==> config.mk <==
export PLATFORM = sky130hd
export DESIGN_NAME = tank_unit_flat
export DESIGN_NICKNAME = d
export VERILOG_FILES = /design/src/rtl/tank_pkg.sv /design/src/rtl/tank_unit_if.sv /design/src/rtl/tank_keymap.sv /design/src/rtl/tank_unit.sv /design/src/flat_wrapper.sv
export SDC_FILE = /design/constraint.sdc
export NUM_CORES = 1
export LEC_CHECK = 0
export ABC_CLOCK_PERIOD_IN_PS = 7880
export CORE_AREA = 2 2 136 85
export DETAILED_ROUTE_END_ITERATION = 16
export DIE_AREA = 0 0 138 87
export GPL_TIMING_DRIVEN = 0
export PLACE_DENSITY = 0.84
export SLEW_MARGIN = 30
export SYNTH_ARGS = -nofsm -noshare
export SYNTH_HDL_FRONTEND = slang
export SYNTH_SLANG_ARGS = --single-unit
==> constraint.sdc <==
create_clock -name frame_clk -period 7.88 [get_ports frame_clk]
set_clock_uncertainty 0.15 [all_clocks]
set_input_delay 2.364 -clock frame_clk [delete_from_list [all_inputs] [get_ports frame_clk]]
set_output_delay 2.364 -clock frame_clk [all_outputs]
set_load 0.05 [all_outputs]
==> src/rtl/tank_pkg.sv <==
// Shared types for the tank controller: tile codes, directions, HID keycodes
// and the step sequencer states.
package tank_pkg;

  typedef enum logic [1:0] {
    TILE_EMPTY = 2'd0,
    TILE_WALL  = 2'd1,
    TILE_BRICK = 2'd2,
    TILE_RSVD  = 2'd3
  } tile_t;

  typedef enum logic [1:0] {
    DIR_UP    = 2'd0,
    DIR_LEFT  = 2'd1,
    DIR_DOWN  = 2'd2,
    DIR_RIGHT = 2'd3
  } dir_t;

  // Player 0: WASD + Q
  localparam logic [7:0] KEY_W     = 8'h1A;
  localparam logic [7:0] KEY_A     = 8'h04;
  localparam logic [7:0] KEY_S     = 8'h16;
  localparam logic [7:0] KEY_D     = 8'h07;
  localparam logic [7:0] KEY_Q     = 8'h14;
  // Player 1: arrows + Enter
  localparam logic [7:0] KEY_UP    = 8'h52;
  localparam logic [7:0] KEY_LEFT  = 8'h50;
  localparam logic [7:0] KEY_DOWN  = 8'h51;
  localparam logic [7:0] KEY_RIGHT = 8'h4F;
  localparam logic [7:0] KEY_ENTER = 8'h28;

  typedef enum logic [2:0] {
    ST_IDLE  = 3'd0,
    ST_T_RD  = 3'd1,
    ST_T_CHK = 3'd2,
    ST_B_RD  = 3'd3,
    ST_B_CHK = 3'd4,
    ST_FIRE  = 3'd5,
    ST_DONE  = 3'd6
  } state_t;

endpackage

==> src/rtl/tank_unit_if.sv <==
// Map RAM port bundle: one synchronous read port and one write strobe port.
interface tank_unit_if #(
  parameter int AW = 9
);
  logic [AW-1:0] map_raddr;
  logic [1:0]    map_rdata;
  logic          map_we;
  logic [AW-1:0] map_waddr;
  logic [1:0]    map_wdata;

  modport master (
    output map_raddr,
    input  map_rdata,
    output map_we,
    output map_waddr,
    output map_wdata
  );

  modport slave (
    input  map_raddr,
    output map_rdata,
    input  map_we,
    input  map_waddr,
    input  map_wdata
  );
endinterface

==> src/rtl/tank_keymap.sv <==
// Decodes a HID keycode into a move request and a fire request for one player.
module tank_keymap
  import tank_pkg::*;
#(
  parameter int PLAYER = 0
) (
  input  logic [7:0] keycode,
  output logic       move_valid,
  output dir_t       move_dir,
  output logic       fire
);

  always_comb begin
    move_valid = 1'b0;
    move_dir   = DIR_UP;
    fire       = 1'b0;
    if (PLAYER == 0) begin
      case (keycode)
        KEY_W:   begin move_valid = 1'b1; move_dir = DIR_UP;    end
        KEY_A:   begin move_valid = 1'b1; move_dir = DIR_LEFT;  end
        KEY_S:   begin move_valid = 1'b1; move_dir = DIR_DOWN;  end
        KEY_D:   begin move_valid = 1'b1; move_dir = DIR_RIGHT; end
        KEY_Q:   fire = 1'b1;
        default: ;
      endcase
    end else begin
      case (keycode)
        KEY_UP:    begin move_valid = 1'b1; move_dir = DIR_UP;    end
        KEY_LEFT:  begin move_valid = 1'b1; move_dir = DIR_LEFT;  end
        KEY_DOWN:  begin move_valid = 1'b1; move_dir = DIR_DOWN;  end
        KEY_RIGHT: begin move_valid = 1'b1; move_dir = DIR_RIGHT; end
        KEY_ENTER: fire = 1'b1;
        default:   ;
      endcase
    end
  end

endmodule

==> src/rtl/tank_unit.sv <==
// One player's tank plus NUM_BUL bullets; each tick runs a fixed-length step
// through the shared map read port and emits brick removals as write strobes.
module tank_unit
  import tank_pkg::*;
#(
  parameter int MAP_W    = 20,
  parameter int MAP_H    = 15,
  parameter int NUM_BUL  = 2,
  parameter int COOLDOWN = 8,
  parameter int PLAYER   = 0,
  parameter int START_X  = 1,
  parameter int START_Y  = 13
) (
  input  logic                                    frame_clk,
  input  logic                                    Reset,
  input  logic                                    tick,
  input  logic [7:0]                              keycode,
  tank_unit_if.master                             map,
  output logic [$clog2(MAP_W)-1:0]                tank_x,
  output logic [$clog2(MAP_H)-1:0]                tank_y,
  output logic [1:0]                              tank_dir,
  output logic [NUM_BUL-1:0][$clog2(MAP_W)-1:0]   bul_x,
  output logic [NUM_BUL-1:0][$clog2(MAP_H)-1:0]   bul_y,
  output logic [NUM_BUL-1:0]                      bul_live,
  output logic                                    busy,
  output logic                                    done
);

  localparam int AW = $clog2(MAP_W * MAP_H);
  localparam int XW = $clog2(MAP_W);
  localparam int YW = $clog2(MAP_H);
  localparam int IW = (NUM_BUL > 1) ? $clog2(NUM_BUL) : 1;
  localparam int CW = (COOLDOWN > 0) ? $clog2(COOLDOWN + 1) : 1;

  function automatic int dir_dx(input dir_t d);
    case (d)
      DIR_LEFT:  return -1;
      DIR_RIGHT: return 1;
      default:   return 0;
    endcase
  endfunction

  function automatic int dir_dy(input dir_t d);
    case (d)
      DIR_UP:   return -1;
      DIR_DOWN: return 1;
      default:  return 0;
    endcase
  endfunction

  function automatic logic in_grid(input int x, input int y);
    return (x >= 0) && (x < MAP_W) && (y >= 0) && (y < MAP_H);
  endfunction

  function automatic logic [AW-1:0] tile_addr(input int x, input int y);
    return AW'(y * MAP_W + x);
  endfunction

  state_t          state, state_nx;
  logic [IW-1:0]   slot;
  logic            last_slot;
  logic [7:0]      key_q;
  logic            move_valid;
  dir_t            move_dir;
  logic            fire;
  logic [CW-1:0]   cd_q;
  logic            cd_zero_q;
  dir_t            tank_dir_q;
  dir_t            bul_dir [NUM_BUL];

  logic            t_ok_q;
  logic [XW-1:0]   t_x_q;
  logic [YW-1:0]   t_y_q;
  logic            b_ok_q;
  logic [XW-1:0]   b_x_q;
  logic [YW-1:0]   b_y_q;
  logic [AW-1:0]   b_addr_q;

  int              ttx, tty, btx, bty;
  logic            t_in, b_in;
  logic            any_free;
  logic [IW-1:0]   free_idx;
  logic            brick_hit;

  tank_keymap #(.PLAYER(PLAYER)) u_keymap (
    .keycode    (key_q),
    .move_valid (move_valid),
    .move_dir   (move_dir),
    .fire       (fire)
  );

  // Candidate targets for the tank and for the bullet slot under service
  always_comb begin
    ttx      = int'(tank_x) + dir_dx(move_dir);
    tty      = int'(tank_y) + dir_dy(move_dir);
    t_in     = in_grid(ttx, tty);
    btx      = int'(bul_x[slot]) + dir_dx(bul_dir[slot]);
    bty      = int'(bul_y[slot]) + dir_dy(bul_dir[slot]);
    b_in     = in_grid(btx, bty);
    any_free = 1'b0;
    free_idx = '0;
    for (int i = NUM_BUL - 1; i >= 0; i--) begin
      if (!bul_live[i]) begin
        any_free = 1'b1;
        free_idx = IW'(i);
      end
    end
  end

  assign last_slot = (slot == IW'(NUM_BUL - 1));

  // Reads are only issued for live, in-grid targets; otherwise the port idles at 0
  always_comb begin
    map.map_raddr = '0;
    if (state == ST_T_RD && move_valid && t_in)
      map.map_raddr = tile_addr(ttx, tty);
    else if (state == ST_B_RD && bul_live[slot] && b_in)
      map.map_raddr = tile_addr(btx, bty);
    brick_hit     = (state == ST_B_CHK) && b_ok_q && (map.map_rdata == TILE_BRICK);
    map.map_we    = brick_hit;
    map.map_waddr = brick_hit ? b_addr_q : '0;
  end

  assign map.map_wdata = TILE_EMPTY;

  always_ff @(posedge frame_clk or posedge Reset) begin
    if (Reset) state <= ST_IDLE;
    else       state <= state_nx;
  end

  always_comb begin
    state_nx = state;
    case (state)
      ST_IDLE:  if (tick) state_nx = ST_T_RD;
      ST_T_RD:  state_nx = ST_T_CHK;
      ST_T_CHK: state_nx = ST_B_RD;
      ST_B_RD:  state_nx = ST_B_CHK;
      ST_B_CHK: state_nx = last_slot ? ST_FIRE : ST_B_RD;
      ST_FIRE:  state_nx = ST_DONE;
      ST_DONE:  state_nx = ST_IDLE;
      default:  state_nx = ST_IDLE;
    endcase
  end

  assign busy     = (state != ST_IDLE);
  assign done     = (state == ST_DONE);
  assign tank_dir = tank_dir_q;

  always_ff @(posedge frame_clk or posedge Reset) begin
    if (Reset) begin
      slot       <= '0;
      key_q      <= '0;
      cd_q       <= '0;
      cd_zero_q  <= 1'b0;
      tank_x     <= XW'(START_X);
      tank_y     <= YW'(START_Y);
      tank_dir_q <= DIR_UP;
      bul_x      <= '0;
      bul_y      <= '0;
      bul_live   <= '0;
      for (int i = 0; i < NUM_BUL; i++) bul_dir[i] <= DIR_UP;
      t_ok_q     <= 1'b0;
      t_x_q      <= '0;
      t_y_q      <= '0;
      b_ok_q     <= 1'b0;
      b_x_q      <= '0;
      b_y_q      <= '0;
      b_addr_q   <= '0;
    end else begin
      case (state)
        // A spawn needs a tick that starts with the counter empty, so
        // successive spawns land COOLDOWN+1 ticks apart.
        ST_IDLE: if (tick) begin
          key_q     <= keycode;
          cd_zero_q <= (cd_q == '0);
          if (cd_q != '0) cd_q <= cd_q - 1'b1;
        end
        ST_T_RD: begin
          if (move_valid) tank_dir_q <= move_dir;
          t_ok_q <= move_valid && t_in;
          t_x_q  <= XW'(ttx);
          t_y_q  <= YW'(tty);
          slot   <= '0;
        end
        ST_T_CHK: begin
          if (t_ok_q && map.map_rdata == TILE_EMPTY) begin
            tank_x <= t_x_q;
            tank_y <= t_y_q;
          end
        end
        ST_B_RD: begin
          b_ok_q   <= bul_live[slot] && b_in;
          b_x_q    <= XW'(btx);
          b_y_q    <= YW'(bty);
          b_addr_q <= tile_addr(btx, bty);
        end
        // Out-of-grid, wall, reserved and brick all kill the bullet
        ST_B_CHK: begin
          if (bul_live[slot]) begin
            if (b_ok_q && map.map_rdata == TILE_EMPTY) begin
              bul_x[slot] <= b_x_q;
              bul_y[slot] <= b_y_q;
            end else begin
              bul_live[slot] <= 1'b0;
            end
          end
          if (!last_slot) slot <= slot + 1'b1;
        end
        ST_FIRE: begin
          if (fire && cd_zero_q && any_free) begin
            bul_live[free_idx] <= 1'b1;
            bul_x[free_idx]    <= tank_x;
            bul_y[free_idx]    <= tank_y;
            bul_dir[free_idx]  <= tank_dir_q;
            cd_q               <= CW'(COOLDOWN);
          end
        end
        default: ;
      endcase
    end
  end

endmodule

==> src/flat_wrapper.sv <==
// flat-port wrapper written by rule: the top's interface ports become plain ports
module tank_unit_flat import tank_pkg::*;
#(
  parameter int MAP_W    = 20,
  parameter int MAP_H    = 15,
  parameter int NUM_BUL  = 2,
  parameter int COOLDOWN = 8,
  parameter int PLAYER   = 0,
  parameter int START_X  = 1,
  parameter int START_Y  = 13
)
  (frame_clk, Reset, tick, keycode, tank_x, tank_y, tank_dir, bul_x, bul_y, bul_live, busy, done, map_map_raddr, map_map_rdata, map_map_we, map_map_waddr, map_map_wdata);
  tank_unit_if #(.AW((9))) map_i ();
  input  logic frame_clk;
  input  logic Reset;
  input  logic tick;
  input  logic [7:0] keycode;
  output logic [$clog2(MAP_W)-1:0] tank_x;
  output logic [$clog2(MAP_H)-1:0] tank_y;
  output logic [1:0] tank_dir;
  output logic [NUM_BUL-1:0][$clog2(MAP_W)-1:0] bul_x;
  output logic [NUM_BUL-1:0][$clog2(MAP_H)-1:0] bul_y;
  output logic [NUM_BUL-1:0] bul_live;
  output logic busy;
  output logic done;
  output wire logic [$bits(map_i.map_raddr)-1:0] map_map_raddr;
  input wire logic [$bits(map_i.map_rdata)-1:0] map_map_rdata;
  output wire logic [$bits(map_i.map_we)-1:0] map_map_we;
  output wire logic [$bits(map_i.map_waddr)-1:0] map_map_waddr;
  output wire logic [$bits(map_i.map_wdata)-1:0] map_map_wdata;
  assign map_map_raddr = map_i.map_raddr;
  assign map_i.map_rdata = map_map_rdata;
  assign map_map_we = map_i.map_we;
  assign map_map_waddr = map_i.map_waddr;
  assign map_map_wdata = map_i.map_wdata;
  tank_unit #(.MAP_W(MAP_W), .MAP_H(MAP_H), .NUM_BUL(NUM_BUL), .COOLDOWN(COOLDOWN), .PLAYER(PLAYER), .START_X(START_X), .START_Y(START_Y)) u_core (.frame_clk(frame_clk), .Reset(Reset), .tick(tick), .keycode(keycode), .map(map_i), .tank_x(tank_x), .tank_y(tank_y), .tank_dir(tank_dir), .bul_x(bul_x), .bul_y(bul_y), .bul_live(bul_live), .busy(busy), .done(done));
endmodule
==> run metrics, run 1 <==
Async SR Flop Fraction 1.00; Post-Syn Area per Cell 9.88 um^2; ANT cells 0; nets@finish between 700 and 800; Starting Density 0.557; largest net degree at the start of global routing 54; Unique masters post-synth 58; critical path arrival a little over 5000 ps; Buf/Inv on CP 5; hold-critical path depth 2; most frequent cells in the layout ha_1, dfrtp_1, clkdlybuf4s50_1; Yosys reg bits ~80; Cell Pwr Density about 270 nW/um^2; TritonCTS clock tree done; Die W 138 um; CP Cell Sequence buf_4 -> buf_6 -> mux2i_4 -> ha_1 -> inv_1 -> fa_1 -> nor2b_1 -> o21a_1 -> nor2_1 -> ha_1 -> inv_1 -> ha_1 -> fa_1 -> xor2_1 -> ha_1 -> xnor2_1 -> a22o_1 -> clkdlybuf4s15_2; CP max FO 10; final wirelength approximately 16 mm; WP data required ~5400 ps; normalized max-slew margin 0.410; layout cell share with drive strength beyond 1 0.169; crit end category output port; VDD IR max 0.203 mV; total power between 1500 and 2000 uW; Vias between 5000 and 6000; Core Region 10900 um^2; vias in the first global route approximately 5000; Hold Vio Cnt, Final 0; FF-to-FF End u_core.b_addr_q[8]; crit-path most repeated cell ha_1; slew at the pin closest to its max-slew limit between 800 and 900 ps; commonest non-fill, non-tap cell in the layout ha_1; number of antenna-violating nets in the routed design 0; # rows 30; Max-cap violations 0; htree depth 3; Skew-Pair Late Insertion Delay 340 ps; post-route minimum period approximately 7700 ps; delay-heaviest family, CP adder cells; Worst Path Class, Setup register to output port; Ys Warns 0; Worst Hold Launch u_core.t_y_q[3]; leakage power 0.00337 uW; clock slew at reported path FFs ~60 ps; outcome finished clean; max incr delay on CP 440 ps; clock buffer count from CTS 9; Util after Layout 0.673; initial antenna violation count 0; period utilization 0.976; Die Area 12000 um^2; DPL Wire Length roughly 12 mm; Mapped Cells about 600; via/cell ratio 6.07; number of synthesized flops with an enable pin 0; worst reg2reg setup slack 3030 ps; I/O pin count 67; FF-to-FF Start u_core.last_slot; f_max between 100 and 150 MHz; netlist area before placement about 6100 um^2; WL/cell between 15 and 20 um; initial DRC count slightly below 400; Syn-to-layout area delta 20.8%; Die H 87 um; critical path's slowest cell fa_1; Worst Reg-to-Reg Cells 18; sequential element share of the synthesized area 0.327; Hold Path Class register to register; Setup violations, final 0; all-layer global routing usage 0.271; Final Wtd Congestion 0.910; Overflow after GRT 0; Worst Setup Start Kind register; clock buffer depth 2; # clock sinks 79; Clk Tree Root Cell clkbuf_16; Hold-fix buffers, CTS 0; post-route DRC violation count 0; first-pass GRT wire length 25.6 mm; Pre-antenna DRT Iters 5; Slew Viols, Final 0; Hold EP u_core.t_y_q[3]; # port buffers 64; ys flop type dfrtp_1
==> synth_stat cells, types with 6 or more instances <==
library cell / n / area [um^2]
a21o_1: 12 / 90.1
a21oi_1: 21 / 105
a22o_1: 27 / 236
a22oi_1: 10 / 75.1
and2_1: 11 / 68.8
clkbuf_1: 14 / 52.6
dfrtp_1: 75 / 1880
fa_1: 7 / 140
ha_1: 78 / 976
inv_1: 48 / 180
mux2_2: 49 / 552
mux2i_1: 6 / 60.1
nand2_1: 38 / 143
nand3_1: 6 / 30.0
nor2_1: 34 / 128
nor2b_1: 10 / 62.6
nor3_1: 7 / 35.0
nor4b_1: 8 / 70.1
o21ai_0: 37 / 185
or3_1: 6 / 37.5
xnor2_1: 26 / 228
xor2_1: 10 / 87.6
==> tightest hold or removal path, delay by kind of cell, from the launching register on <==
family | cells | cell delay [ps]
flops | 1 | 340
compound gates | 1 | 60
simple gates | 1 | 40
==> worst max-delay path by stage <==
stage                startpoint               end  slack (ps)  depth (start not counted)
6_report       u_core.last_slot  map_map_raddr[7]         190                         18
5_1_grt        u_core.last_slot  map_map_raddr[7]         -50                         20
4_1_cts        u_core.last_slot  map_map_raddr[6]          10                         20
3_5_place_dp   u_core.last_slot  map_map_raddr[0]        -780                         20
3_3_place_gp   u_core.last_slot  map_map_raddr[0]        -840                         14
2_1_floorplan  map_map_rdata[0]  map_map_waddr[0]         340                          3
==> kinds of logic (layout without fill, tap and decap cells) <==
family | count (synthesis) | after routing | synth area share
AND/OR/NAND/NOR | 155 | 155 | 0.137
multiplexers | 56 | 56 | 0.105
XOR/XNOR | 37 | 37 | 0.0547
buffers and inverters | 74 | 163 | 0.0528
other | 1 | 2 | 0.000618
flip-flops | 79 | 79 | 0.327
adder cells (fa/ha/maj) | 85 | 85 | 0.184
AO/OA/AOI/OAI | 127 | 127 | 0.140
==> timing repair <==
| item | 4_1_cts | 5_1_grt |
|---|---|---|
| endpoints found under the setup margin | 9 | 9 |
| pin swaps | 0 | 0 |
| setup buffers | 2 | 5 |
| cloned | 0 | 0 |
| resized for setup | 26 | 22 |
==> power breakdown <==
part | total, uW | internal, uW | switching [uW]
clock network | 420 | 247 | 173
registers | 565 | 491 | 74.1
logic | 1010 | 431 | 581
==> final cells by class <==
class	instances	area [um^2]
Multi-Input combinational cell	462	3830
Fill cell	824	3560
Sequential cell	79	1980
Timing Repair Buffer	73	692
Clock buffer	10	229
Inverter	49	194
Tap cell	144	180
Buffer	25	149
Clock inverter	6	67.6
==> through the flow <==
step           setup TNS [ps]  hold slack, ps  setup WS, ps  instances  cell area [um^2]
6_report                    0             331           188        848              7330
4_1_cts                     0             335          9.93        843              7280
5_1_grt                 -46.4             350         -46.4        848              7330
3_3_place_gp            -8570             310          -844        823              6890
2_1_floorplan               0             292           342        615              6070
3_5_place_dp            -6880             316          -785        825              6950
==> per-layer routing <==
| metal | vias up | track usage | part of all wire |
|---|---|---|---|
| met2 | 257 | 0.419 | 0.44 |
| met1 | 2477 | 0.370 | 0.45 |
| met5 | - | 0 | 0 |
| li1 | 2359 | - | - |
| met4 | 0 | 0.0918 | 0.027 |
| met3 | 51 | 0.0792 | 0.092 |
==> sequential cells by signal (all words and copies together), names as in the netlist <==
register	cells
u_core.b_addr_q	9
u_core.b_ok_q	1
u_core.b_x_q	3
u_core.b_y_q	4
u_core.bul_dir	4
u_core.bul_live	2
u_core.bul_x	10
u_core.bul_y	8
u_core.cd_q	4
u_core.cd_zero_q	1
u_core.key_q	8
u_core.last_slot	1
u_core.state	3
u_core.t_ok_q	1
u_core.t_x_q	5
u_core.t_y_q	4
u_core.tank_dir	2
u_core.tank_x	5
u_core.tank_y	4
(Power assumes the default switching activity.)
==> run 2, diff against run 1 <==
- CORE_AREA: 2 2 136 85 -> 2 2 137 86
- CTS_CLUSTER_DIAMETER: unset -> 200
- DIE_AREA: 0 0 138 87 -> 0 0 139 88
- SYNTH_HIERARCHICAL: unset -> 1
==> run 2 against run 1 <==
Against the previous run:
- sequential power about the same
- global-route usage increased by 2.0 points
- largest power group unchanged
- cell area increased by 5.4%
- highest routed layer unchanged
- combinational power about the same
==> run metrics, run 2 <==
outcome finished clean; leakage power 0.00354 uW; filler instances between 700 and 800; P_int between 1000 and 1500 uW; Slew Viols, Final 0; Worst Path Class, Setup register to output port; Unique masters post-synth between 60 and 70; power share of the sequential group 0.279; Core Region 11000 um^2; Hold Slack around 340 ps; Overflow after GRT 0; Worst Hold Launch u_core/t_x_q[1]; netlist area before placement 6230 um^2; f_max between 100 and 150 MHz; clock buffer depth 2; crit end category output port; Mapped Cells 655; TritonCTS clock tree done; WP data required ~5400 ps; Cell Pwr Density roughly 260 nW/um^2; Clk Tree Root Cell clkbuf_16; post-route minimum period a little under 8000 ps; commonest non-fill, non-tap cell in the layout ha_1; leading area contributor after synthesis dfrtp_1; number of synthesized flops with an enable pin 0; Vias between 5000 and 6000; Clk network pwr share 0.222; DPL Wire Length ~13 mm; delay-heaviest family, CP simple AND/OR/NAND/NOR gates; combinational fraction of design power 0.499; most numerous cell in the Yosys netlist ha_1; final wirelength between 15 and 20 mm; multi-input logic area between 4000 and 5000 um^2; Sw Share 0.406; normalized max-slew margin 0.305; clock buffer count from CTS 9; total power about 2000 uW; post-route DRC violation count 0; Die Area 12200 um^2; initial antenna violation count 1; most frequent cells in the layout ha_1, dfrtp_1, nand2_1; Async SR Flop Fraction 1.00; leading post-synthesis cells by cell area dfrtp_1, ha_1, mux2_2, o21ai_0, nand2_1; Syn-to-layout area delta 23.9%; Util after Layout 0.704; Yosys top cell area share 0.301; I/O pin count 67; Setup violations, final 0; Worst Setup Start Kind register; via/cell ratio between 6 and 7; FF+latch area about 2000 um^2; Starting Density 0.568; Hold Path Class register to register; Die W ~140 um; Skew-Pair Late Insertion Delay roughly 340 ps; CP Launch Point u_core/last_slot; critical path's slowest cell or4b_1; CP max FO 10; number of antenna-violating nets in the routed design 0; Buf/Inv on CP 6; sequential element share of the synthesized area 0.318; Largest register FFs 10; all-layer global routing usage 0.291; initial DRC count between 500 and 600; Largest regs u_core/bul_x: 10 flops, u_core/bul_y: 8 flops, u_core/key_q: 8 flops; WL/cell roughly 20 um; # clock sinks between 70 and 80; Biggest register u_core/bul_x; Psw ~820 uW; nets@finish 855; CP Cell Sequence buf_6 -> buf_12 -> mux2i_2 -> inv_1 -> ha_2 -> ha_2 -> o31ai_1 -> a21oi_2 -> a21oi_2 -> nor2_2 -> inv_1 -> ha_1 -> or4b_1 -> nor4_2 -> nand3_1 -> or4_1 -> buf_2 -> or4_4 -> o22ai_4 -> buf_6; Yosys reg bits 79; Final Wtd Congestion 0.908; # port buffers 64; VDD IR max 0.214 mV; period utilization 0.985; Hold-fix buffers, CTS 0; Ys Warns 6; clock slew at reported path FFs around 60 ps; slew at the pin closest to its max-slew limit about 1000 ps; layout cell share with drive strength beyond 1 0.183; Hold Vio Cnt, Final 0; # placed instances between 800 and 900; max incr delay on CP 580 ps; vias in the first global route ~5400; Max-cap violations 0; # rows 30; first-pass GRT wire length around 28 mm; critical path arrival roughly 5300 ps; htree depth 3; Pre-antenna DRT Iters 6; top cells by count, synth ha_1, dfrtp_1, nand2_1, inv_1, o21ai_0; Post-Syn Area per Cell between 9 and 10 um^2; largest net degree at the start of global routing 55; Die H 88 um; final non-filler cell total 901; FF-to-FF Start u_core/key_q[5]; ys flop type dfrtp_1
==> run 2: routing by layer <==
metal	vias up	wire length [um]	track usage
met2	353	8160	0.459
met5	-	0	0
li1	2525	-	-
met1	2732	7810	0.404
met4	0	259	0.0670
met3	39	1940	0.0842
==> run 2: final timing paths <==
kind / to / slack [ps] / cells past startpoint
setup / recovery: map_map_raddr[8] / 120 / 20
hold / removal: u_core/t_x_q[1] / 340 / 2
setup reg to reg: u_core/t_ok_q / 3230 / 20
hold reg to reg: u_core/t_x_q[1] / 340 / 2
max in group asynchronous: u_core/tank_y[2] / 4740 / 3
min in group asynchronous: u_core/key_q[5] / 2200 / 2
==> run 2: cells by family after synthesis <==
group / count (synthesis) / share of synthesized area
AND/OR/NAND/NOR: 174 / 0.149
AO/OA/AOI/OAI: 157 / 0.163
adder cells (fa/ha/maj): 92 / 0.193
flip-flops: 79 / 0.318
buffers and inverters: 73 / 0.0456
multiplexers: 43 / 0.0769
XOR/XNOR: 36 / 0.0536
other: 1 / 0.000602
==> run 2: power groups by stage <==
stage / registers [uW] / logic (uW) / clock network (uW)
after floorplan: 543 / 709 / 0
after global placement: 559 / 856 / 0
after detailed placement: 566 / 911 / 0
after CTS: 561 / 945 / 455
after global routing: 576 / 1110 / 473
final: 567 / 1010 / 451
==> run 2: final cells by class <==
type                    count  share of cell area
clock buffers               9              0.0292
repair buffers             83               0.100
multi-input cells         505               0.537
well taps                 144              0.0233
inverters                  56              0.0290
plain buffers              17              0.0125
diodes                      1            0.000324
flip-flops and latches     79               0.257
clock inverters             7              0.0123
==> run 2: timing repair <==
item	4_1_cts	5_1_grt
cloned	1	1
setup endpoints to repair	9	9
gates resized for setup	73	30
buffers inserted	3	14
pin swaps	2	8
==> run 2: metrics by stage <==
stage          setup TNS (ps)  setup WS, ps  instance area, um^2
5_1_grt                  -406         -83.9                 7720
3_3_place_gp            -8150         -1030                 7060
4_1_cts                     0          1.98                 7500
2_1_floorplan            -390          -195                 6230
6_report                    0           120                 7720
3_5_place_dp           -11510         -1430                 7090
==> run 2: tightest hold or removal path, cell delays in order (launching register included) <==
cell and delay, ps:
dfrtp_1 350, nand2_1 50, o21ai_0 60
==> run 3, diff against run 2 <==
- CORE_AREA: 2 2 137 86 -> 2 2 91 128
- DIE_AREA: 0 0 139 88 -> 0 0 93 130
- TNS_END_PERCENT: unset -> 50
==> run 3 against run 2 <==
Against the previous run:
- worst hold slack worse by 16 ps
- non-clock buffer count shrank 2
- first-iteration DRC count is 46% lower
- die area down 1.2%
- critical path depth unchanged
- fmax increased by 0.15%
- register-to-register slack worse by 70 ps
- cell area shrank 0.45%
- critical path type unchanged
- critical endpoint unchanged
- highest routed layer unchanged
==> run metrics, run 3 (synthesized netlist as in run 2, its figures left out) <==
slew at the pin closest to its max-slew limit 793 ps; final non-filler cell total roughly 900; Slew Viols, Final 0; layout cell share with drive strength beyond 1 0.172; I/O pin count 67; post-route DRC violation count 0; Worst Setup Start Kind register; period utilization 0.983; all-layer global routing usage 0.281; Max-cap violations 0; DPL Wire Length ~12 mm; delay-heaviest family, CP adder cells; Core Region 11100 um^2; Hold Path Class register to register; Syn-to-layout area delta 23.4%; commonest non-fill, non-tap cell in the layout ha_1; initial DRC count approximately 280; Hold Slack between 300 and 400 ps; Largest register FFs 10; Hold-fix buffers, CTS 0; WP data required around 5400 ps; grt met1 use 0.306; clock slew at reported path FFs 60 ps; initial antenna violation count 0; Die Area about 12000 um^2; clock buffer count from CTS 9; Worst Path Class, Setup register to output port; Largest regs u_core/bul_x: 10 flops, u_core/bul_y: 8 flops, u_core/key_q: 8 flops; via/cell ratio 5.98; number of antenna-violating nets in the routed design 0; grt met2 use 0.525; max incr delay on CP between 500 and 600 ps; # rows 46; TritonCTS clock tree done; Vias between 5000 and 6000; Starting Density 0.564; Overflow after GRT 0; Clk Tree Root Cell clkbuf_16; total power approximately 2000 uW; Pre-antenna DRT Iters 8; Util after Layout 0.695; normalized max-slew margin 0.471; WL/cell 18.4 um; CP max FO 10; outcome finished clean; Biggest register u_core/bul_x; setup_tns 0 ps; Cell Pwr Density between 200 and 300 nW/um^2; nets@finish about 850; final wirelength about 16 mm; post-route minimum period 7750 ps; Hold Vio Cnt, Final 0; Setup violations, final 0; first-pass GRT wire length between 20 and 30 mm; # clock sinks 79; Die W slightly above 90 um; crit end category output port; # placed instances ~870; f_max ~130 MHz; largest net degree at the start of global routing 44; ANT cells 0; Die H 130 um; busiest grt layer met2; critical path's slowest cell fa_1; clock buffer depth 2; # port buffers 64; critical path arrival roughly 5200 ps; CP Cell Sequence buf_6 -> buf_6 -> mux2_2 -> ha_2 -> fa_2 -> a21o_1 -> a21oi_4 -> ha_4 -> inv_1 -> ha_1 -> inv_1 -> fa_1 -> inv_1 -> ha_1 -> a21boi_1 -> o21ai_1 -> a21boi_1 -> or4_4 -> o22ai_2 -> buf_6; most frequent cells in the layout ha_1, dfrtp_1, clkdlybuf4s50_1, nand2_1, inv_1; leakage power between 0.003 and 0.004 uW; Final Wtd Congestion about 1.0; Buf/Inv on CP 6; htree depth 3; grt met3 use 0.0468; VDD IR max around 0.14 mV; Skew-Pair Late Insertion Delay 340 ps; vias in the first global route around 5500
run 3: path summary, 6_finish.rpt:
| check | to | slack [ps] | cells after the start | start |
|---|---|---|---|---|
| setup / recovery | map_map_raddr[8] | 130 | 20 | u_core/last_slot |
| hold / removal | u_core/t_ok_q | 320 | 2 | u_core/t_ok_q |
| setup reg to reg | u_core/t_ok_q | 3160 | 21 | u_core/key_q[5] |
| hold reg to reg | u_core/t_ok_q | 320 | 2 | u_core/t_ok_q |
| max in group asynchronous | u_core/tank_y[3] | 4670 | 3 | Reset |
| min in group asynchronous | u_core/key_q[6] | 2270 | 2 | Reset |
run 3: tightest hold or removal path, stage by stage (launching register included):
cell	delay, ps
dfrtp_1	350
nand2_1	50
nand2_1	50
run 3: final cells by class:
cell class                      count  area (um^2)
Clock inverter                      5          106
Multi-Input combinational cell    505         4110
Clock buffer                       11          233
Sequential cell                    79         1980
Tap cell                          144          180
Inverter                           56          221
Timing Repair Buffer               81          763
Fill cell                         849         3370
Buffer                             17         87.6
run 3: through the flow:
step / instance area (um^2) / setup slack, ps
final: 7680 / 131
after global routing: 7680 / -75.8
after CTS: 7510 / 3.02
after detailed placement: 7080 / -1040
after global placement: 7060 / -856
after floorplan: 6230 / -195
run 3: power by group:
part | internal (uW) | switching (uW)
Sequential | 487 | 78.1
Combinational | 436 | 544
Clock | 311 | 164
run 3: timing repair:
| item | 4_1_cts | 5_1_grt |
|---|---|---|
| cloned | 1 | 0 |
| pin swaps | 1 | 5 |
| setup buffers | 3 | 13 |
| gates resized for setup | 60 | 37 |
| setup endpoints to repair | 9 | 9 |
| hold endpoints to repair | 0 | 0 |
run 3: routing by layer:
layer	routed length, um	share of wire
met1	6240	0.38
met2	8790	0.53
met3	678	0.041
met4	776	0.047
met5	0	0
